[src/rtl/ball_pkg.sv]
// Shared types and key constants for the player-ball motion controller.
package ball_pkg;

  typedef enum logic [1:0] {
    GROUND = 2'd0,
    RISE   = 2'd1,
    HANG   = 2'd2,
    FALL   = 2'd3
  } motion_phase_t;

  localparam logic [7:0] KEY_RIGHT = 8'h07;
  localparam logic [7:0] KEY_LEFT  = 8'h04;
  localparam logic [7:0] KEY_JUMP  = 8'h1A;

  localparam int VEL_W = 10;

endpackage

[src/rtl/keycode_match.sv]
// Reports whether a given HID key appears in any of the four keycode byte slots.
module keycode_match (
  input  logic [31:0] keycode,
  input  logic [7:0]  key,
  output logic        hit
);

  always_comb begin
    hit = 1'b0;
    for (int i = 0; i < 4; i++) begin
      if (keycode[8*i +: 8] == key) hit = 1'b1;
    end
  end

endmodule

[src/rtl/ball_motion_sequencer.sv]
// Per-frame player-ball motion controller: key decode, jump-phase FSM, charge timer
// and registered signed X/Y velocity commands for the ball position datapath.
module ball_motion_sequencer
  import ball_pkg::*;
#(
  parameter int RISE_FRAMES   = 7,
  parameter int HANG_FRAMES   = 5,
  parameter int JUMP_VEL      = 8,
  parameter int FALL_MAX      = 3,
  parameter int MAX_JUMPS     = 2,
  parameter int RUN_SPEED     = 1,
  parameter int CHARGED_SPEED = 2,
  parameter int CHARGE_FRAMES = 240
) (
  input  logic                    frame_clk,
  input  logic                    Reset,
  input  logic                    run_en,
  input  logic [31:0]             keycode,
  input  logic                    in_air,
  input  logic                    touch_down,
  input  logic                    touch_up,
  input  logic                    touch_left,
  input  logic                    touch_right,
  input  logic                    charge_pulse,
  output logic signed [VEL_W-1:0] vx,
  output logic signed [VEL_W-1:0] vy,
  output logic [1:0]              phase,
  output logic [1:0]              jumps_used,
  output logic                    facing_left,
  output logic                    charged
);

  localparam int CNT_MAX = (RISE_FRAMES > HANG_FRAMES) ? RISE_FRAMES : HANG_FRAMES;
  localparam int CNT_W   = $clog2(CNT_MAX + 1);
  localparam int FALL_W  = $clog2(FALL_MAX + 1);
  localparam int CHG_W   = $clog2(CHARGE_FRAMES + 1);

  localparam logic [CNT_W-1:0]         RISE_LAST = CNT_W'(RISE_FRAMES - 1);
  localparam logic [CNT_W-1:0]         HANG_LAST = CNT_W'(HANG_FRAMES - 1);
  localparam logic [FALL_W-1:0]        FALL_TOP  = FALL_W'(FALL_MAX);
  localparam logic [CHG_W-1:0]         CHG_FULL  = CHG_W'(CHARGE_FRAMES);
  localparam logic [1:0]               JUMPS_TOP = 2'(MAX_JUMPS);
  localparam logic signed [VEL_W-1:0]  VY_RISE   = VEL_W'(-JUMP_VEL);
  localparam logic signed [VEL_W-1:0]  SPD_RUN   = VEL_W'(RUN_SPEED);
  localparam logic signed [VEL_W-1:0]  SPD_CHG   = VEL_W'(CHARGED_SPEED);

  motion_phase_t            state, state_nxt;
  logic [CNT_W-1:0]         cnt, cnt_nxt;
  logic [FALL_W-1:0]        fall_spd, fall_nxt;
  logic [1:0]               jumps_nxt;
  logic [CHG_W-1:0]         timer, timer_nxt;
  logic                     charged_nxt;
  logic                     jump_prev;
  logic                     hit_right, hit_left, jump_held, jump_press;
  logic signed [VEL_W-1:0]  spd, vx_nxt, vy_nxt;
  logic                     facing_nxt;

  function automatic logic [FALL_W-1:0] sat_inc_fall(input logic [FALL_W-1:0] v);
    return (v >= FALL_TOP) ? FALL_TOP : v + 1'b1;
  endfunction

  keycode_match u_match_right (.keycode(keycode), .key(KEY_RIGHT), .hit(hit_right));
  keycode_match u_match_left  (.keycode(keycode), .key(KEY_LEFT),  .hit(hit_left));
  keycode_match u_match_jump  (.keycode(keycode), .key(KEY_JUMP),  .hit(jump_held));

  assign jump_press = jump_held && !jump_prev;
  assign phase      = state;

  // Charge timer and horizontal velocity; speed follows the charge state it lands with
  always_comb begin
    timer_nxt = timer;
    if (charge_pulse)      timer_nxt = CHG_FULL;
    else if (timer != '0)  timer_nxt = timer - 1'b1;
    charged_nxt = (timer_nxt != '0);
    spd         = charged_nxt ? SPD_CHG : SPD_RUN;
    vx_nxt      = '0;
    facing_nxt  = facing_left;
    if (hit_right) begin
      facing_nxt = 1'b0;
      if (!touch_right) vx_nxt = spd;
    end else if (hit_left) begin
      facing_nxt = 1'b1;
      if (!touch_left) vx_nxt = -spd;
    end
  end

  always_comb begin
    state_nxt = state;
    cnt_nxt   = cnt;
    fall_nxt  = fall_spd;
    jumps_nxt = jumps_used;
    unique case (state)
      GROUND: begin
        jumps_nxt = 2'd0;
        if (jump_press) begin
          state_nxt = RISE;
          cnt_nxt   = '0;
          jumps_nxt = 2'd1;
        end else if (in_air) begin
          state_nxt = FALL;
          fall_nxt  = FALL_W'(1);
          jumps_nxt = 2'd1;
        end
      end
      RISE: begin
        if (touch_up) begin
          state_nxt = FALL;
          fall_nxt  = FALL_W'(1);
        end else if (!jump_held || cnt == RISE_LAST) begin
          state_nxt = HANG;
          cnt_nxt   = '0;
        end else begin
          cnt_nxt = cnt + 1'b1;
        end
      end
      HANG: begin
        if (cnt == HANG_LAST) begin
          state_nxt = FALL;
          fall_nxt  = FALL_W'(1);
        end else begin
          cnt_nxt = cnt + 1'b1;
        end
      end
      FALL: begin
        // Landing refills the jump budget, so a press on the landing frame starts a fresh first jump
        if (touch_down || !in_air) begin
          if (jump_press) begin
            state_nxt = RISE;
            cnt_nxt   = '0;
            jumps_nxt = 2'd1;
          end else begin
            state_nxt = GROUND;
            jumps_nxt = 2'd0;
          end
        end else if (jump_press && jumps_used < JUMPS_TOP) begin
          state_nxt = RISE;
          cnt_nxt   = '0;
          jumps_nxt = jumps_used + 2'd1;
        end else begin
          fall_nxt = sat_inc_fall(fall_spd);
        end
      end
    endcase
  end

  always_comb begin
    unique case (state_nxt)
      RISE:    vy_nxt = VY_RISE;
      FALL:    vy_nxt = VEL_W'(fall_nxt);
      default: vy_nxt = '0;
    endcase
  end

  // Frame boundary: menu/pause (run_en low) behaves exactly like reset
  always_ff @(posedge frame_clk) begin
    if (Reset || !run_en) begin
      state       <= GROUND;
      cnt         <= '0;
      fall_spd    <= '0;
      jumps_used  <= 2'd0;
      timer       <= '0;
      jump_prev   <= 1'b0;
      vx          <= '0;
      vy          <= '0;
      facing_left <= 1'b0;
      charged     <= 1'b0;
    end else begin
      state       <= state_nxt;
      cnt         <= cnt_nxt;
      fall_spd    <= fall_nxt;
      jumps_used  <= jumps_nxt;
      timer       <= timer_nxt;
      jump_prev   <= jump_held;
      vx          <= vx_nxt;
      vy          <= vy_nxt;
      facing_left <= facing_nxt;
      charged     <= charged_nxt;
    end
  end

endmodule

[config.mk]
export PLATFORM = sky130hd
export DESIGN_NAME = ball_motion_sequencer
export DESIGN_NICKNAME = d
export VERILOG_FILES = /design/src/rtl/ball_pkg.sv /design/src/rtl/keycode_match.sv /design/src/rtl/ball_motion_sequencer.sv
export SDC_FILE = /design/constraint.sdc
export NUM_CORES = 1
export LEC_CHECK = 0
export ABC_AREA = 1
export BUFFER_PORTS_ARGS = -buffer_cell sky130_fd_sc_hd__buf_2
export CORE_ASPECT_RATIO = 0.6
export CORE_UTILIZATION = 45
export DETAILED_ROUTE_END_ITERATION = 7
export PLACE_DENSITY = 0.77
export SETUP_SLACK_MARGIN = 0.2
export SYNTH_ARGS = -nofsm -noshare
export SYNTH_HDL_FRONTEND = slang
export SYNTH_SLANG_ARGS = --single-unit
[constraint.sdc]
create_clock -name frame_clk -period 1.45 [get_ports frame_clk]
set_clock_uncertainty 0.05 [all_clocks]
set_input_delay 0.145 -clock frame_clk [delete_from_list [all_inputs] [get_ports frame_clk]]
set_output_delay 0.145 -clock frame_clk [all_outputs]
set_load 0.005 [all_outputs]
# == Yosys cells after proc, flatten, opt, wreduce, memory -nomap -nowiden ==
# Cells that the tools add are included.
# Widths: inputs -> output; s select.
# word_totals
reg_bits,40
input_bits,41
# op_classes
magnitude_cmp,2
n_addsub,5
mux,49
reduce_logical,16
n_eq_ne,22
# ops
operator,n
$eq 8x3->1 const B,8
$mux 2,18
$eq 8x5->1 const B,4
$mux 10,3
$pmux 10 s2,1
$mux 3,6
$mux 8,2
$pmux 2 s4,2
$reduce_bool 8->1,2
$mux 1,15
$pmux 3 s4,1
$neg 2->10,1
$sub 8x1->8 const B,1
$eq 2x2->1 const B,3
$eq 3x3->1 const B,2
$add 2x1->2 const B,2
$eq 2x1->1 const B,2
$logic_not 1->1,4
$ne 2x2->1 const B,2
$pmux 2 s2,1
$add 3x1->3 const B,1
$logic_or 1x1->1,3
$ne 3x3->1 const B,1
$reduce_and 3->1,1
other kinds (7),8

# == Depth between registers and ports, before layout ==
# logic_depth
word_depth,12
ltp_mapped,13

# == Hierarchy ==
# Synthesis repeated with hierarchy kept, for this count alone.
# unflattened
cells_unflattened,692
area_unflattened_um2,3320.7
# modules_own_cells
module,n_inst,area_per_inst_um2,seq_area_each_um2,cells_per_inst
keycode_match,3,608.1,0.0,158
ball_motion_sequencer,1,1496.4,520.5,218

# == Worst setup path before layout ==
# Ideal clock, no wire load.
# synth_timing
path_type,reg-to-reg
startpoint,register timer[1]
endpoint,register vx[1]
synth_period_minus_slack_ns,1.601
n_path_buf,0
stages_incl_launch_ff,12
arrival_ns,1.435
path_slack_ns,-0.151
required_ns,1.285
setup_ns,0.115
cell_sequence,dfxtp_1 -> inv_1 -> ha_1 -> nand4_4 -> nor2_8 -> inv_1 -> a21oi_2 -> nand3_1 -> nor2_2 -> nand2_2 -> nand2_2 -> o21ai_2
# synth_between
elab_chain_cells,9
word_cells_on_any_way,11
cone_classes,add/sub (2); mux (7); reduce/logical (2)
# synth_rtl
item,line,text
from (decl),ball_motion_sequencer.sv:51,"logic [CHG_W-1:0] timer, timer_nxt;"
from (signal assigned),ball_motion_sequencer.sv:172,timer <= timer_nxt;
$sub 8x1->8 / $reduce_bool 8->1 (equally long branches),ball_motion_sequencer.sv:73,else if (timer != '0) timer_nxt = timer - 1'b1;
$mux 8 (*),ball_motion_sequencer.sv:73,
$mux 8 (*),ball_motion_sequencer.sv:72,if (charge_pulse) timer_nxt = CHG_FULL;
$reduce_bool 8->1 (*),ball_motion_sequencer.sv:74,charged_nxt = (timer_nxt != '0);
$mux 2 (*),ball_motion_sequencer.sv:75,spd = charged_nxt ? SPD_CHG : SPD_RUN;
$neg 2->10,ball_motion_sequencer.sv:83,if (!touch_left) vx_nxt = -spd;
$mux 10,ball_motion_sequencer.sv:83,
$mux 10,ball_motion_sequencer.sv:81,end else if (hit_left) begin
$mux 10 (*),ball_motion_sequencer.sv:78,if (hit_right) begin
to (signal assigned),ball_motion_sequencer.sv:174,vx <= vx_nxt;
to (decl),ball_motion_sequencer.sv:25,"output logic signed [VEL_W-1:0] vx,"
# Every way passes the cells marked *; elsewhere a longest branch is shown, timed or not.
# A chain may end at the register's enable or synchronous reset.

# == Final worst setup path ==
# layout_timing
startpoint,register timer[0]
endpoint,register timer[4]
# layout_between
elab_chain_cells,3
word_cells_on_any_way,4
cone_classes,add/sub (1); mux (2); reduce/logical (1)
# layout_rtl
item,line
$sub 8x1->8 / $reduce_bool 8->1 (equally long branches),ball_motion_sequencer.sv:73
$mux 8 (*),ball_motion_sequencer.sv:73
$mux 8 (*),ball_motion_sequencer.sv:72
# Marks and branches as above.

==> reports/qor.tcl <==
set qor(synth_area_per_cell_sq_um) 6.42
set qor(number_of_antenna_violations_at_the_first_check_in_global_routing) 0
set qor(n_antenna_cell) 0
set qor(vdd.ir_drop.worst_v) 0.000623
set qor(timing.hold.worst.class) {in2reg}
set qor(critical_path.max_fanout) 3
set qor(cts_tree) {built}
set qor(clk_path_buf_depth) 2
set qor(finalSetupViolations) 5
set qor(initial_util) 0.481
set qor(post_synth_inst_count) 282
set qor(preCtsSetupSlack_ns) -0.173
set qor(finalCritPeriodShare) 1.19
set qor(fp.coreArea_sq_mm) 0.00376
set qor(critPathArrivalTime_ns) 1.88
set qor(nets_final) 416
set qor(numPortBuffers) 65
set qor(timing.final.ws_setup_ns) -0.272
set qor(drt_first_iter_violations) 81
set qor(detailedPlacementHpwl_um) 3460
set qor(detail_route.drc_violations) 0
set qor(startpoint_type) {flip-flop}
set qor(clk_pin_slew_ns) 0.09
set qor(clk_latency_ns) 0.27
set qor(grt_pass1_wl_um) 7690
set qor(cts_num_sinks) 26
set qor(first_global_vias) 1751
set qor(post_route_cells_drive_above_1_share) 0.473
set qor(ctsRootBufferMaster) {clkbuf_8}
set qor(max_cap_viol_count) 0
set qor(postRouteAntennaNets) 0
set qor(route.final.wire_length_um) 4970
set qor(layout-area-overhead-vs-synth_pct) 45.3
set qor(yosysSeqAreaShare) 0.287
set qor(floorplan.die.height_um) 51.2
set qor(end_kind) {flip-flop}
set qor(run_status) {finished, violations left}
set qor(critPathKind) {reg2reg}
set qor(post_cts_hold_buffer_count) 0
set qor(post-layout-total-power_uw) 2040
set qor(num-fill-cells) 313
set qor(fmaxAchievable_mhz) 581
set qor(boundaryPins) 67
set qor(yosysUniqueCellTypes) 31
set qor(detail_route.vias_per_cell) 4.86
set qor(mappedNetlistNets) 327
set qor(die_w_um) 83.9
set qor(groute.usage.overall) 0.225
set qor(power.leakage_uw) 0.00136
set qor(gpl.final_weighted_congestion) 0.901
set qor(via_count) 2028
set qor(routedWlPerCell_um) 11.9
set qor(report.final.hold_viol_count) 0
set qor(rsz0062_at_grt) {yes}
set qor(synth.ff_latch_count) 26
set qor(ys_warnings) 0
set qor(design.die.area_sq_mm) 0.00429
set qor(dr.pass1.iters) 4
set qor(grt.overflow.total) 0
set qor(synth.cell_area_sq_mm) 0.00181
set qor(cts_htree_levels) 1
set qor(critPathRequiredTime_ns) 1.61
set qor(maximum_number_of_pins_on_one_net_before_global_route_repair) 16
set qor(floorplan.rows) 17
set qor(fin_crit_ns) 1.72
set qor(final_max_slew_viol_count) 0
set qor(cellPowerDensity_mw_per_mm2) 776
set qor(failing_checks) {negative setup slack}
set qor(numCtsBuffers) 3
==> cell usage in the layout, fill, tap and decap left out, types with 4 or more instances in the layout <==
master	Yosys	final
buf_2	0	65
nor2_4	1	5
nand2_2	3	10
nand3_1	25	18
inv_2	4	11
o21ai_1	4	5
nand3_2	0	5
a21oi_1	12	9
dfxtp_2	0	5
dfxtp_1	26	18
nand4_1	10	10
nand2_1	56	47
nand2_4	2	4
nor3_1	6	6
nor2_1	42	34
buf_4	14	31
nor2_2	7	11
inv_1	44	34
nand3_4	2	4
a21oi_2	1	4
==> through the flow <==
step | utilization | std cells | hold slack, ns | setup TNS, ns | instance area, sq um
after floorplan | - | 282 | 0.293 | -0.0302 | 1830
final | 0.699 | 417 | 0.127 | -0.861 | 2630
after detailed placement | 0.592 | 395 | 0.420 | -0.545 | 2230
after global routing | 0.699 | 417 | 0.142 | -1.42 | 2630
after global placement | 0.592 | 395 | 0.396 | -0.233 | 2230
after CTS | 0.653 | 408 | 0.128 | -0.622 | 2460
==> kinds of logic after synthesis <==
group                    synth area share
AO/OA/AOI/OAI                      0.0760
AND/OR/NAND/NOR                     0.426
buffers and inverters               0.162
adder cells (fa/ha/maj)            0.0276
flip-flops                          0.287
other                             0.00207
XOR/XNOR                           0.0193
==> critical path: stages (launching register included) <==
cell     delay [ns]
dfxtp_2        0.34
inv_2          0.06
ha_4           0.15
nand3_1        0.10
xnor2_1        0.24
nand2_2        0.10
nand2_2        0.07
inv_2          0.06
buf_4          0.13
buf_4          0.13
buf_4          0.13
nor2_1         0.10
==> layout make-up <==
cell class | instances | area [sq um] | share of cell area
Timing Repair Buffer | 99 | 592 | 0.225
Multi-Input combinational cell | 192 | 1180 | 0.449
Tap cell | 47 | 58.8 | 0.0223
Clock inverter | 1 | 30.0 | 0.0114
Clock buffer | 3 | 41.3 | 0.0157
Sequential cell | 26 | 538 | 0.204
Inverter | 49 | 191 | 0.0727
==> synth_stat cells (all sizes together) <==
cell type,number,area (sq um)
nand2,61,251
clkbuf,1,3.75
buf,14,105
a21oi,13,68.8
nand4,11,83.8
ha,4,50.1
clkinv,1,3.75
o21ai,10,53.8
nand3b,1,7.51
xor2,3,26.3
nand3,27,160
o22ai,1,6.26
conb,1,3.75
dfxtp,26,521
and2,1,6.26
nor2,51,233
xnor2,1,8.76
inv,48,180
o41ai,1,8.76
nor3,6,30.0
==> layer usage <==
layer	up-vias	track usage	wire (um)
met5	-	0	0
met4	0	0.0345	14
met3	2	0.0388	245
met2	71	0.387	2390
met1	909	0.305	2320
li1	1046	-	-
==> registers in the layout (all words and copies together), names as in the netlist <==
name and cells:
vy 3, fall_spd 2, timer 8, jumps_used 2, facing_left 1, charged 1
phase 2, vx 3, cnt 3, jump_prev 1
==> path summary, 6_finish.rpt <==
path | start | endpoint | slack [ns] | cells past startpoint
hold / removal | touch_right | vx[1] | 0.13 | 4
setup / recovery | timer[0] | timer[4] | -0.27 | 11
setup reg to reg | timer[0] | timer[4] | -0.27 | 11
hold reg to reg | jumps_used[1] | jumps_used[1] | 0.49 | 2
==> power breakdown <==
| part | total, uW | internal [uW] | switching [uW] |
|---|---|---|---|
| clock | 613 | 370 | 243 |
| sequential | 774 | 741 | 33.0 |
| combinational | 656 | 303 | 353 |
| total | 2040 | 1410 | 629 |
==> timing repair <==
item,4_1_cts,5_1_grt
buffers inserted,9,9
resized for setup,28,32
pin swaps,14,20
setup endpoints to repair,20,22
endpoints found under the hold margin,0,0
Note: power is estimated with default switching activity, not from simulation.
